--- src/rtl/pipe_pkg.sv ---
// Shared pipeline encodings for memory operations, branch types and the
// EX/MEM stage register, plus small decode helpers used by the MEM stage.
package pipe_pkg;

    // Memory operation encoding driven by decode/EX.
    typedef enum logic [3:0] {
        OP_NONE = 4'd0,
        OP_LB   = 4'd1,
        OP_LBU  = 4'd2,
        OP_LH   = 4'd3,
        OP_LHU  = 4'd4,
        OP_LW   = 4'd5,
        OP_SB   = 4'd6,
        OP_SH   = 4'd7,
        OP_SW   = 4'd8
    } mem_op_e;

    // Conditional branch encoding.
    typedef enum logic [1:0] {
        BR_NONE = 2'd0,
        BR_EQ   = 2'd1,
        BR_NE   = 2'd2
    } br_type_e;

    // Access size class derived from the memory op.
    typedef enum logic [1:0] {
        SZ_NONE = 2'd0,
        SZ_B    = 2'd1,
        SZ_H    = 2'd2,
        SZ_W    = 2'd3
    } acc_size_e;

    // Contents of the EX/MEM pipeline register; every stage output is a field.
    typedef struct packed {
        logic        valid;
        logic [31:0] addr;
        logic [3:0]  byte_en;
        logic [31:0] wdata;
        logic        read;
        logic        write;
        logic [1:0]  byte_off;
        logic [3:0]  ld_type;
        logic [31:0] wb_result;
        logic [4:0]  wb_dest;
        logic        wb_reg_write;
        logic        br_taken;
        logic [31:0] br_pc;
        logic        misalign;
    } ex_mem_t;

    // Unused encodings (9-15) collapse to "no memory access".
    function automatic logic [3:0] norm_op(input logic [3:0] op);
        logic [3:0] r;
        r = (op > OP_SW) ? OP_NONE : op;
        return r;
    endfunction

    function automatic acc_size_e op_size(input logic [3:0] op);
        acc_size_e sz;
        case (op)
            OP_LB, OP_LBU, OP_SB: sz = SZ_B;
            OP_LH, OP_LHU, OP_SH: sz = SZ_H;
            OP_LW, OP_SW:         sz = SZ_W;
            default:              sz = SZ_NONE;
        endcase
        return sz;
    endfunction

    function automatic logic is_load(input logic [3:0] op);
        return (op >= OP_LB) && (op <= OP_LW);
    endfunction

    function automatic logic is_store(input logic [3:0] op);
        return (op >= OP_SB) && (op <= OP_SW);
    endfunction

    // Halfwords need an even offset, words a zero offset; bytes always fit.
    function automatic logic misaligned(input acc_size_e sz, input logic [1:0] off);
        logic m;
        case (sz)
            SZ_H:    m = off[0];
            SZ_W:    m = (off != 2'b00);
            default: m = 1'b0;
        endcase
        return m;
    endfunction

endpackage

--- src/rtl/store_align.sv ---
// Byte-lane enable and store-data replication for a single memory access.
// Purely combinational; the enclosing stage registers the results.
module store_align
    import pipe_pkg::*;
(
    input  logic [3:0]  op,
    input  logic [1:0]  off,
    input  logic [31:0] rt_data,
    output logic [3:0]  byte_en,
    output logic [31:0] wdata
);

    acc_size_e sz;

    assign sz = op_size(op);

    // Select lane mask by access size and replicate the store operand so
    // the byte/halfword lands on whichever lanes the mask selects.
    always_comb begin
        byte_en = 4'b0000;
        wdata   = rt_data;
        case (sz)
            SZ_B: begin
                byte_en = 4'b0001 << off;
                wdata   = {4{rt_data[7:0]}};
            end
            SZ_H: begin
                byte_en = 4'b0011 << off;
                wdata   = {2{rt_data[15:0]}};
            end
            SZ_W: begin
                byte_en = 4'b1111;
                wdata   = rt_data;
            end
            default: begin
                byte_en = 4'b0000;
                wdata   = rt_data;
            end
        endcase
    end

endmodule

--- src/rtl/ex_mem_stage.sv ---
// EX/MEM pipeline register: captures the EX result, forms memory strobes,
// byte lanes and store data, resolves branches into a one-cycle redirect
// pulse, and flags misaligned accesses. Holds under mem_stall.
module ex_mem_stage
    import pipe_pkg::*;
#(
    parameter int DATA_W = 32
) (
    input  logic              clk,
    input  logic              rst,
    input  logic              ex_valid,
    output logic              ex_ready,
    input  logic              flush,
    input  logic              mem_stall,
    input  logic [DATA_W-1:0] alu_result,
    input  logic              alu_zero,
    input  logic [DATA_W-1:0] rt_data,
    input  logic [3:0]        mem_op,
    input  logic [1:0]        br_type,
    input  logic [DATA_W-1:0] br_target,
    input  logic [4:0]        dest_reg,
    input  logic              reg_write,
    output logic              mem_valid,
    output logic [DATA_W-1:0] mem_addr,
    output logic [3:0]        mem_byte_en,
    output logic [DATA_W-1:0] mem_wdata,
    output logic              mem_read,
    output logic              mem_write,
    output logic [1:0]        mem_byte_off,
    output logic [3:0]        mem_ld_type,
    output logic [DATA_W-1:0] wb_result,
    output logic [4:0]        wb_dest,
    output logic              wb_reg_write,
    output logic              br_taken,
    output logic [DATA_W-1:0] br_pc,
    output logic              misalign_exc
);

    ex_mem_t    st;
    ex_mem_t    nxt;
    logic [3:0] op_n;
    acc_size_e  sz;
    logic       mis;
    logic       br_hit;
    logic       capture;
    logic [3:0] lane_en;
    logic [31:0] lane_data;

    assign op_n    = norm_op(mem_op);
    assign sz      = op_size(op_n);
    assign mis     = misaligned(sz, alu_result[1:0]);
    assign br_hit  = ((br_type == BR_EQ) &&  alu_zero) ||
                     ((br_type == BR_NE) && !alu_zero);

    // A held instruction blocks EX only while memory is stalling.
    assign ex_ready = !st.valid || !mem_stall;
    assign capture  = ex_valid && ex_ready && !flush;

    store_align u_store_align (
        .op      (op_n),
        .off     (alu_result[1:0]),
        .rt_data (rt_data),
        .byte_en (lane_en),
        .wdata   (lane_data)
    );

    // Build the value the stage register takes on a capture edge; a
    // misaligned access still retires as valid but with every side effect
    // suppressed so the exception path can handle it.
    always_comb begin
        nxt              = '0;
        nxt.valid        = 1'b1;
        nxt.addr         = {alu_result[31:2], 2'b00};
        nxt.byte_en      = lane_en;
        nxt.wdata        = lane_data;
        nxt.read         = is_load(op_n)  && !mis;
        nxt.write        = is_store(op_n) && !mis;
        nxt.byte_off     = alu_result[1:0];
        nxt.ld_type      = op_n;
        nxt.wb_result    = alu_result;
        nxt.wb_dest      = dest_reg;
        nxt.wb_reg_write = reg_write && (dest_reg != 5'd0) && !mis;
        nxt.br_taken     = br_hit;
        nxt.br_pc        = br_target;
        nxt.misalign     = mis;
    end

    // Stage register: reset beats everything; capture loads; flush or an
    // empty EX slot leaves a bubble; a stall holds all but the redirect pulse.
    always_ff @(posedge clk) begin
        if (rst) begin
            st <= '0;
        end else if (capture) begin
            st <= nxt;
        end else if (flush || ex_ready) begin
            st.valid        <= 1'b0;
            st.read         <= 1'b0;
            st.write        <= 1'b0;
            st.byte_en      <= 4'b0000;
            st.wb_reg_write <= 1'b0;
            st.br_taken     <= 1'b0;
            st.misalign     <= 1'b0;
        end else begin
            st.br_taken     <= 1'b0;
        end
    end

    assign mem_valid    = st.valid;
    assign mem_addr     = st.addr;
    assign mem_byte_en  = st.byte_en;
    assign mem_wdata    = st.wdata;
    assign mem_read     = st.read;
    assign mem_write    = st.write;
    assign mem_byte_off = st.byte_off;
    assign mem_ld_type  = st.ld_type;
    assign wb_result    = st.wb_result;
    assign wb_dest      = st.wb_dest;
    assign wb_reg_write = st.wb_reg_write;
    assign br_taken     = st.br_taken;
    assign br_pc        = st.br_pc;
    assign misalign_exc = st.misalign;

endmodule

--- config.mk ---
export PLATFORM = sky130hd
export DESIGN_NAME = ex_mem_stage
export DESIGN_NICKNAME = d
export VERILOG_FILES = /design/src/rtl/pipe_pkg.sv /design/src/rtl/store_align.sv /design/src/rtl/ex_mem_stage.sv
export SDC_FILE = /design/constraint.sdc
export NUM_CORES = 1
export LEC_CHECK = 0
export BUFFER_PORTS_ARGS = -buffer_cell sky130_fd_sc_hd__clkbuf_2
export CORE_AREA = 3 3 107 109
export DETAILED_ROUTE_END_ITERATION = 12
export DIE_AREA = 0 0 110 112
export HOLD_SLACK_MARGIN = 0.05
export PLACE_DENSITY = 0.84
export SYNTH_ARGS = -nofsm -noshare
export SYNTH_HDL_FRONTEND = slang
export SYNTH_SLANG_ARGS = --single-unit
--- constraint.sdc ---
create_clock -name clk -period 4.9 [get_ports clk]
set_input_delay 0 -clock clk [delete_from_list [all_inputs] [get_ports clk]]
set_output_delay 0 -clock clk [all_outputs]
set_load 0.005 [all_outputs]
==> impl_metrics.csv, run 1 <==
group,metric,value,unit
yosys,ys_seq_area_frac,0.450,
global_route,grt_usage,0.336,
die,rows,38,
timing,fmax,268,MHz
yosys,synth_edf_count,0,
critical_path,crit_slowest_cell,"nor4b_1",
detailed_routing,ant_nets,0,
critical_path,start_kind,"input pin",
power,cellLeakagePower,3.57,nW
timing,relSlewSlack,0.242,
timing,setup_viol,0,
placement,port_buffers,261,
clock_network,root_buffer,"clkbuf_8",
timing,drv_slew,0,
global_route,grt_max_degree,109,
power,peakVddDrop,0.214,mV
power,p_clk_frac,0.461,
timing,hold_slack,0.130,ns
final_layout,mostFrequentLayoutCell,"clkbuf_2",
yosys,async_flop_share,0,
yosys,netlist_instances,606,
detailed_routing,first_iter_violations,803,
placement,routabilityCongestion,0.799,
final_layout,multi_input_area,2290,µm²
die,ios,264,
global_route,grt_pass1_vias,6312,
die,dieArea,12300,µm²
yosys,yosys-top-cells-area,"dfxtp_1 45%, a21oi_1 8.9%, o21ai_0 8.5%, nand3_1 7.9%, buf_4 5.0%",
placement,dpl-instance-area,6150,µm²
power,powerDensity,328,nW/µm²
critical_path,path_cells,"dlygate4sd3_1 > clkbuf_2 > nor4b_1 > o21ai_0 > ha_1 > buf_4 > clkinv_1 > a221oi_1 > o32ai_1 > dlygate4sd3_1",
final_layout,syn2layout_area_growth,61.4,%
timing,tightest_slew,1.14,ns
detailed_routing,vias_per_cell,5.83,
outcome,status,"finished, final reports clean",
global_route,antenna_found_initial,1,
yosys,ys.flop_type,"dfxtp_1",
detailed_routing,dr_total_vias,6434,
final_layout,seq_area,2300,µm²
critical_path,max_stage_delay,0.74,ns
yosys,syn_avg_cell_area,8.45,µm²
clock_network,cts_hold_buf,151,
critical_path,worstSetupPathType,"input pin to register",
die,chipHeight,112,µm
clock_network,clk_path_buf_depth,2,
die,placeableCoreArea,10700,µm²
timing,finalCritPeriodShare,0.761,
clock_network,cts_sinks,115,
critical_path,reg2reg_setup_slack,2.16,ns
critical_path,critPathRequiredTime,5.28,ns
clock_network,clkTransAtPathRegs,0.06,ns
job,maxCapViolations,0,
global_route,grt_pass1_wl,32700,µm
timing,fin_skew,0.00572,ns
detailed_routing,wl_per_cell,19.1,µm
clock_network,htreeDepth,4,
critical_path,worst_path_most_repeated_cell,"dlygate4sd3_1",
yosys,syn-cell-area,5120,µm²
clock_network,numCtsBuffers,17,
global_route,overflow,0,
detailed_routing,drc,0,
clock_network,post_cts_resized,0,
critical_path,endpoint_kind,"register",
power,seq_power_share,0.373,
critical_path,cp.arrival,4.11,ns
critical_path,endpoint,"mem_wdata[31]$_SDFFE_PP0P_",
hold_path,hold_class,"input pin to register",
yosys,synth_seq_cells,115,
timing,finalSetupTns,0,ns
power,p_int,2.02,mW
final_layout,num-fill-cells,655,
power,p_sw,691,µW
yosys,yosysTopAreaCellShare,0.450,
critical_path,cp-startpoint,"mem_op[1]",
critical_path,r2r-end,"wb_result[11]$_SDFFE_PP0P_",
clock_network,cts_tree,"yes",
final_layout,drive_gt1_frac,0.326,
final_layout,layout_common_cells,"260 x clkbuf_2, 151 x dlygate4sd3_1, 115 x dfxtp_1",
critical_path,r2r-start,"mem_valid$_SDFFE_PP0P_",
final_layout,stdcell_area,8270,µm²
yosys,yosys.area.top_type,"dfxtp_1",
critical_path,cp_max_fo,21,
timing,finalCriticalPeriod,3.73,ns
power,combPwrFrac,0.166,
critical_path,reg2reg_depth,6,
power,switching_share,0.254,
final_layout,nets,1072,
clock_network,postCtsSetupRepairBufs,0,
yosys,ys_types,42,
detailed_routing,routed_wl,21100,µm
timing,hold_viol_final,0,
die,fp.dieW,110,µm
detailed_routing,first_pass_iters,6,
yosys,ys_warn_count,0,
placement,hpwl,10300,µm
die,start_util,0.479,
timing,rsz0062_at_grt,"no",
power,totalPowerFinal,2.71,mW
clock_network,insertion_delay,0.50,ns
cells by family (layout without fill, tap and decap cells):
| kind of cell | count (synthesis) | after routing | share of synthesized area |
|---|---|---|---|
| other cells | 1 | 3 | 0.000732 |
| compound gates | 233 | 233 | 0.274 |
| flops | 115 | 115 | 0.450 |
| mux | 1 | 1 | 0.00196 |
| buf+inv | 102 | 457 | 0.106 |
| simple gates | 146 | 146 | 0.148 |
| fa+ha+maj | 8 | 8 | 0.0196 |
flip-flops by register name (all words and copies together), names as in the netlist:
name	cells
br_pc	32
mem_wdata	32
wb_result	31
wb_dest	5
mem_byte_en	4
mem_ld_type	4
br_taken	1
mem_byte_off	1
mem_read	1
mem_valid	1
mem_write	1
misalign_exc	1
wb_reg_write	1
power by group through the flow:
stage,Sequential (mW),Clock (mW),Combinational [mW]
after detailed placement,1.03,0,0.334
after global routing,1.02,1.31,0.485
final,1.01,1.25,0.451
after floorplan,1.03,0,0.196
after global placement,1.03,0,0.329
after CTS,1.01,1.25,0.424
synth_stat cells (3+ instances only):
master	n
clkbuf_1	45
inv_1	7
ha_1	8
buf_1	3
a22oi_1	8
nand2b_1	21
o21ai_0	87
o21a_1	3
o32ai_1	8
a211oi_1	8
dfxtp_1	115
buf_2	9
o32ai_2	8
a21oi_1	91
nand3_1	81
a221oi_1	8
a31oi_1	4
nand2_1	8
buf_6	3
nor2_1	21
buf_4	34
per-layer routing:
metal,up-vias,wire length (µm),track usage,share of wire
li1,2833,-,-,-
met1,3003,7590,0.378,0.36
met2,468,10300,0.555,0.49
met3,130,2010,0.108,0.096
met4,0,1190,0.183,0.056
met5,-,0,0,0
worst min path at each step:
| stage | end | from | depth (start not counted) |
|---|---|---|---|
| final | mem_ld_type[0]$_SDFFE_PP0P_ | ex_valid | 4 |
| after global routing | mem_ld_type[0]$_SDFFE_PP0P_ | ex_valid | 4 |
| after CTS | mem_ld_type[0]$_SDFFE_PP0P_ | ex_valid | 4 |
| after detailed placement | br_pc[8]$_SDFFE_PP0P_ | br_target[8] | 3 |
| after global placement | br_pc[8]$_SDFFE_PP0P_ | br_target[8] | 3 |
| after floorplan | br_pc[0]$_SDFFE_PP0P_ | br_target[0] | 2 |
cell type report:
type	instances	area share
diodes	1	0.000303
clock buffers	22	0.0572
clock inverters	9	0.0154
inverters	8	0.00363
multi-input cells	390	0.277
flip-flops and latches	115	0.279
well taps	140	0.0212
repair buffers	418	0.347
stage by stage:
stage	cells	utilization	setup WS (ns)
CTS	1102	0.772	1.40
global route	1103	0.773	0.933
floorplan	607	-	2.80
global placement	920	0.575	2.05
detailed placement	920	0.575	1.96
finish	1103	0.773	1.17
worst max-delay path: cells and delay by family:
kind / cells / cell delay, ns
AO/OA/AOI/OAI: 3 / 0.96
adder cells (fa/ha/maj): 1 / 0.34
buffers and inverters: 5 / 2.04
AND/OR/NAND/NOR: 1 / 0.74
(Power assumes the default switching activity.)
==> run 2, diff against run 1 <==
Settings changed: CORE_AREA 3 3 107 109 to 3 3 110 112, DIE_AREA 0 0 110 112 to 0 0 113 115, PLACE_DENSITY 0.84 to 0.8.
Clock period 4.9 ns to 3.8 ns, I/O delays scaled along.
==> run 2 against run 1 <==
  * Critical path depth is 2 lower
  * Sequential share of layout area is 1.2 points higher
  * Global-route usage is 5.6 points lower
  * Non-clock buffer count is 41 lower
  * Cell count is 3.4% lower
  * Final area is 4.2% lower
  * Power is 34% higher
  * Clock-buffer cell count is 1 lower
  * Die area is 5.5% higher
  * Worst hold slack worse by 0.029 ns
  * Sequential power is 30% higher
  * Critical endpoint is now mem_wdata[15]$_SDFFE_PP0P_
  * Largest power group unchanged
  * Highest routed layer unchanged
==> impl_metrics.csv, run 2 (synthesis gave the netlist of run 1 again) <==
group,metric,value,unit
placement,hpwl,10400,µm
hold_path,hold_end,"mem_read$_SDFFE_PP0P_",
global_route,grt_pass1_wl,29200,µm
clock_network,postCtsSetupRepairBufs,0,
placement,placed_cells,924,
global_route,grt_pass1_vias,5802,
power,peakVddDrop,0.337,mV
timing,tightest_slew,1.14,ns
global_route,overflow,0,
detailed_routing,first_pass_iters,7,
final_layout,drive_gt1_frac,0.342,
placement,preCtsSetupSlack,1.11,ns
detailed_routing,ant_nets,0,
die,start_util,0.452,
clock_network,htreeDepth,4,
hold_path,worstHoldStart,"mem_op[3]",
die,fp.dieW,113,µm
critical_path,endpoint_kind,"register",
detailed_routing,drc,0,
final_layout,layout_common_cells,"260 x clkbuf_2, 115 x dfxtp_1, 109 x dlygate4sd3_1",
detailed_routing,routed_wl,18900,µm
die,ios,264,
critical_path,r2r-start,"mem_valid$_SDFFE_PP0P_",
critical_path,start_kind,"input pin",
final_layout,stdcell_area,7920,µm²
global_route,grt_usage,0.280,
global_route,grt_max_degree,87,
clock_network,cts_sinks,115,
clock_network,clk_path_buf_depth,2,
detailed_routing,first_iter_violations,568,
final_layout,n_antenna_cell,0,
outcome,status,"finished, final reports clean",
timing,fin_skew,0.00632,ns
die,chipHeight,115,µm
timing,finalCriticalPeriod,2.97,ns
critical_path,worstSetupPathType,"input pin to register",
detailed_routing,vias_per_cell,5.68,
placement,routabilityCongestion,0.830,
detailed_routing,wl_per_cell,17.7,µm
timing,relSlewSlack,0.238,
timing,finalSetupTns,0,ns
clock_network,cts_tree,"yes",
final_layout,mostFrequentLayoutCell,"clkbuf_2",
power,cellLeakagePower,3.50,nW
critical_path,critPathRequiredTime,4.03,ns
critical_path,reg2reg_setup_slack,1.25,ns
final_layout,fin_cells,1065,
power,powerDensity,461,nW/µm²
critical_path,cp.arrival,3.20,ns
timing,drv_slew,0,
global_route,antenna_found_initial,0,
placement,port_buffers,261,
hold_path,hold_class,"input pin to register",
critical_path,cp_max_fo,17,
critical_path,reg2reg_depth,4,
timing,setup_slack,0.830,ns
clock_network,numCtsBuffers,17,
clock_network,post_cts_resized,0,
clock_network,root_buffer,"clkbuf_16",
timing,rsz0062_at_grt,"no",
final_layout,seq_area,2300,µm²
timing,finalCritPeriodShare,0.781,
timing,setup_viol,0,
die,dieArea,13000,µm²
final_layout,syn2layout_area_growth,54.7,%
timing,hold_viol_final,0,
placement,dpl-instance-area,6160,µm²
critical_path,r2r-end,"br_taken$_SDFF_PP0_",
detailed_routing,dr_total_vias,6054,
clock_network,clkTransAtPathRegs,0.05,ns
final_layout,nets,1031,
clock_network,insertion_delay,0.41,ns
hold_path,hold-path-cell-count,3,
die,placeableCoreArea,11300,µm²
die,rows,39,
final_layout,multi_input_area,2290,µm²
job,maxCapViolations,0,
timing,fmax,337,MHz
final_layout,num-fill-cells,819,
[run 2: cell type report]
cell class / instances / area share
repair buffers: 377 / 0.310
clock inverters: 11 / 0.0259
flip-flops and latches: 115 / 0.291
multi-input cells: 390 / 0.289
well taps: 143 / 0.0226
inverters: 8 / 0.00379
clock buffers: 21 / 0.0581
[run 2: through the flow]
step	hold WS (ns)	total power, mW	utilization
3_5_place_dp	0.241	1.76	0.544
2_1_floorplan	0.148	1.58	-
6_report	0.101	3.65	0.699
3_3_place_gp	0.238	1.76	0.544
4_1_cts	0.0647	3.64	0.699
5_1_grt	0.142	3.77	0.699
[run 2: critical path: stages]
cell and delay [ns]:
dlygate4sd3_1 0.55, clkbuf_2 0.14, nor4b_1 0.68, o21ai_0 0.26, ha_1 0.36, clkinv_1 0.44
a221oi_1 0.59, o32ai_2 0.17
[run 2: where the power goes]
group          internal [mW]  total (mW)  switching (mW)
registers               1.27        1.31          0.0373
logic                  0.257       0.544           0.287
clock network           1.26        1.80           0.542
total                   2.78        3.65           0.866
[run 2: layer usage]
metal  share of wire  wire length (µm)  vias to the layer above  GRT usage
met3           0.088              1670                      104     0.0805
li1                -                 -                     2758          -
met2            0.48              9110                      389      0.477
met1            0.38              7120                     2803      0.315
met5               0                 0                        -          0
met4           0.053              1000                        0      0.157
[run 2: worst max path at each step]
| stage | startpoint | end | slack, ns | cells after the start |
|---|---|---|---|---|
| after floorplan | mem_op[0] | mem_wdata[14]$_SDFFE_PP0P_ | 1.70 | 7 |
| after global placement | mem_op[1] | mem_wdata[9]$_SDFFE_PP0P_ | 1.17 | 7 |
| after detailed placement | mem_op[1] | mem_wdata[13]$_SDFFE_PP0P_ | 1.11 | 7 |
| after CTS | mem_op[0] | mem_wdata[13]$_SDFFE_PP0P_ | 0.99 | 8 |
| after global routing | mem_op[0] | mem_wdata[15]$_SDFFE_PP0P_ | 0.64 | 8 |
| final | mem_op[0] | mem_wdata[15]$_SDFFE_PP0P_ | 0.83 | 8 |
[run 2: repair_timing]
action	CTS	global route
endpoints found under the setup margin	0	0
hold buffers	109	0
hold endpoints to repair	109	0
==> run 3, diff against run 2 <==
Settings changed: ABC_AREA set to 1, CORE_AREA 3 3 110 112 to 3 3 115 117, DIE_AREA 0 0 113 115 to 0 0 118 120, PLACE_DENSITY 0.8 to 0.74.
Clock period 3.8 ns to 2.4 ns, I/O delays scaled along.
==> run 3 against run 2 <==
  * Via count is 7.4% lower
  * Clock skew is 0.0013 ns lower
  * Sequential power is 62% higher
  * Sequential cell count stayed put
  * Sequential share of layout area is 0.10 points lower
  * Synthesized cell count is 10% higher
==> impl_metrics.csv, run 3 <==
group,metric,value,unit
die,fp.dieW,118,µm
yosys,async_flop_share,0,
timing,rsz0062_at_grt,"no",
outcome,status,"finished, final reports clean",
placement,placed_cells,1036,
timing,hold_slack,0.151,ns
timing,hold_viol_final,0,
yosys,ys.flop_type,"dfxtp_1",
clock_network,clkTransAtPathRegs,0.05,ns
critical_path,path_delay_family,"buffers and inverters",
yosys,synth_edf_count,0,
final_layout,mostFrequentLayoutCell,"clkbuf_2",
detailed_routing,dr_total_vias,5606,
timing,fin_skew,0.00503,ns
critical_path,path_cells,"clkbuf_2 > inv_1 > nor2_2 > inv_1 > ha_1 > or2_2 > nand2_1 > inv_1 > ha_1 > inv_2 > nor2_4 > nand3_1 > a21oi_1 > dlygate4sd3_1",
timing,drv_slew,0,
job,maxCapViolations,0,
die,dieArea,14200,µm²
placement,port_buffers,261,
detailed_routing,vias_per_cell,4.67,
timing,finalSetupTns,0,ns
yosys,synth_seq_cells,115,
clock_network,insertion_delay,0.41,ns
hold_path,worstHoldStart,"mem_op[2]",
detailed_routing,wl_met2,8730,µm
timing,setup_slack,0.168,ns
power,totalPowerFinal,5.47,mW
die,start_util,0.389,
clock_network,clk_path_buf_depth,2,
detailed_routing,first_iter_violations,507,
clock_network,htreeDepth,4,
clock_network,cts_tree,"yes",
power,powerDensity,688,nW/µm²
power,cellLeakagePower,3.98,nW
yosys,synth.most_common_cell,"nor2_1",
final_layout,n_antenna_cell,0,
clock_network,root_buffer,"clkbuf_16",
final_layout,num-fill-cells,986,
global_route,grt_pass1_wl,27000,µm
critical_path,critPathRequiredTime,2.75,ns
yosys,ys_types,20,
global_route,grt_max_degree,77,
yosys,netlist_instances,668,
critical_path,crit_buf_inv,6,
critical_path,cp.arrival,2.58,ns
final_layout,drive_gt1_frac,0.296,
detailed_routing,ant_nets,0,
critical_path,r2r-start,"mem_valid$_SDFFE_PP0P_",
clock_network,postCtsSetupRepairBufs,0,
detailed_routing,first_pass_iters,4,
die,chipHeight,120,µm
detailed_routing,met1_length,6790,µm
global_route,overflow,0,
clock_network,numCtsBuffers,17,
timing,fmax,448,MHz
critical_path,worst_path_most_repeated_cell,"inv_1",
detailed_routing,wl_met3,1290,µm
global_route,grt_usage,0.238,
yosys,synth_common_cells,"155 x nor2_1, 126 x nand2_1, 115 x dfxtp_1, 94 x o21ai_0, 42 x a21oi_1",
timing,finalCriticalPeriod,2.23,ns
placement,routabilityCongestion,0.787,
timing,finalCritPeriodShare,0.930,
yosys,syn_avg_cell_area,7.25,µm²
critical_path,crit_slowest_cell,"dlygate4sd3_1",
clock_network,cts_sinks,115,
detailed_routing,highest_layer,"met4",
timing,tightest_slew,0.606,ns
critical_path,cp_max_fo,8,
power,peakVddDrop,0.464,mV
critical_path,max_stage_delay,0.58,ns
final_layout,nets,1139,
final_layout,syn2layout_area_growth,64.1,%
final_layout,layout_common_cells,"261 x clkbuf_2, 154 x nor2_1, 134 x dlygate4sd3_1",
die,ios,264,
detailed_routing,drc,0,
critical_path,worstSetupPathType,"input pin to register",
yosys,ys_seq_area_frac,0.475,
die,rows,41,
timing,relSlewSlack,0.595,
final_layout,fin_cells,1201,
critical_path,cp-startpoint,"mem_op[0]",
timing,setup_viol,0,
yosys,yosys-top-cells-area,"dfxtp_1 48%, nor2_1 12%, nand2_1 9.8%, o21ai_0 9.7%, buf_4 5.7%",
critical_path,endpoint_kind,"register",
yosys,yosys.area.top_type,"dfxtp_1",
global_route,grt_pass1_vias,5403,
detailed_routing,routed_wl,17200,µm
global_route,antenna_found_initial,0,
hold_path,hold_class,"input pin to register",
yosys,syn-cell-area,4840,µm²
detailed_routing,wl_per_cell,14.3,µm
yosys,yosysTopAreaCellShare,0.475,
yosys,ys_warn_count,0,
placement,hpwl,10200,µm
critical_path,start_kind,"input pin",
placement,preCtsSetupSlack,0.116,ns
die,placeableCoreArea,12500,µm²
run 3: path summary, 6_finish.rpt:
check / to / slack [ns] / depth (start not counted)
max: mem_wdata[22]$_SDFFE_PP0P_ / 0.17 / 14
min: mem_write$_SDFFE_PP0P_ / 0.15 / 6
min reg2reg: mem_byte_en[2]$_SDFFE_PP0P_ / 0.45 / 2
max reg2reg: mem_wdata[31]$_SDFFE_PP0P_ / 0.44 / 8
run 3: timing repair:
action / in CTS / in global routing
hold endpoints to repair: 115 / 0
resized for setup: 0 / 10
hold buffers: 134 / 0
setup endpoints to repair: 0 / 12
run 3: area by class of cell:
type | count | area, µm² | share of cell area
Clock buffer | 27 | 523 | 0.0658
Clock inverter | 4 | 45.0 | 0.00567
Inverter | 31 | 119 | 0.0150
Multi-Input combinational cell | 450 | 1990 | 0.251
Sequential cell | 115 | 2300 | 0.290
Tap cell | 172 | 215 | 0.0271
Timing Repair Buffer | 402 | 2750 | 0.346
run 3: metrics by stage:
step                cell area, µm²   util
finish                        7950  0.637
CTS                           7920  0.635
detailed placement            6010  0.482
global route                  7950  0.637
floorplan                     4850      -
global placement              6010  0.482
run 3: logic make-up (layout without fill, tap and decap cells):
kind of cell               Yosys count  in the layout  synth area share
and+or+nand+nor                    302            302             0.242
adders and majority gates            8              8            0.0207
other                                1              2          0.000774
DFF                                115            115             0.475
buffers and inverters              104            464             0.118
AOI/OAI and AO/OA                  138            138             0.144
run 3: worst register-to-register path, cell delays in order (launching register included):
cell           delay, ns
dfxtp_1             0.31
nand2_1             0.15
inv_2               0.08
nor2_4              0.11
buf_12              0.26
nand2_1             0.19
a21oi_1             0.13
dlygate4sd3_1       0.57
nor2_1              0.05
run 3: where the power goes:
| group | total [mW] | internal [mW] | switching [mW] | leakage [nW] |
|---|---|---|---|---|
| clock network | 2.41 | 1.58 | 0.830 | 0.283 |
| logic | 0.947 | 0.471 | 0.476 | 2.75 |
| registers | 2.12 | 2.04 | 0.0759 | 0.946 |
| total | 5.47 | 4.09 | 1.38 | 3.98 |
run 3: per-layer routing:
| layer | vias up | track usage |
|---|---|---|
| met1 | 2533 | 0.260 |
| met4 | 0 | 0.0960 |
| met5 | - | 0 |
| met2 | 250 | 0.425 |
| li1 | 2787 | - |
| met3 | 36 | 0.0778 |
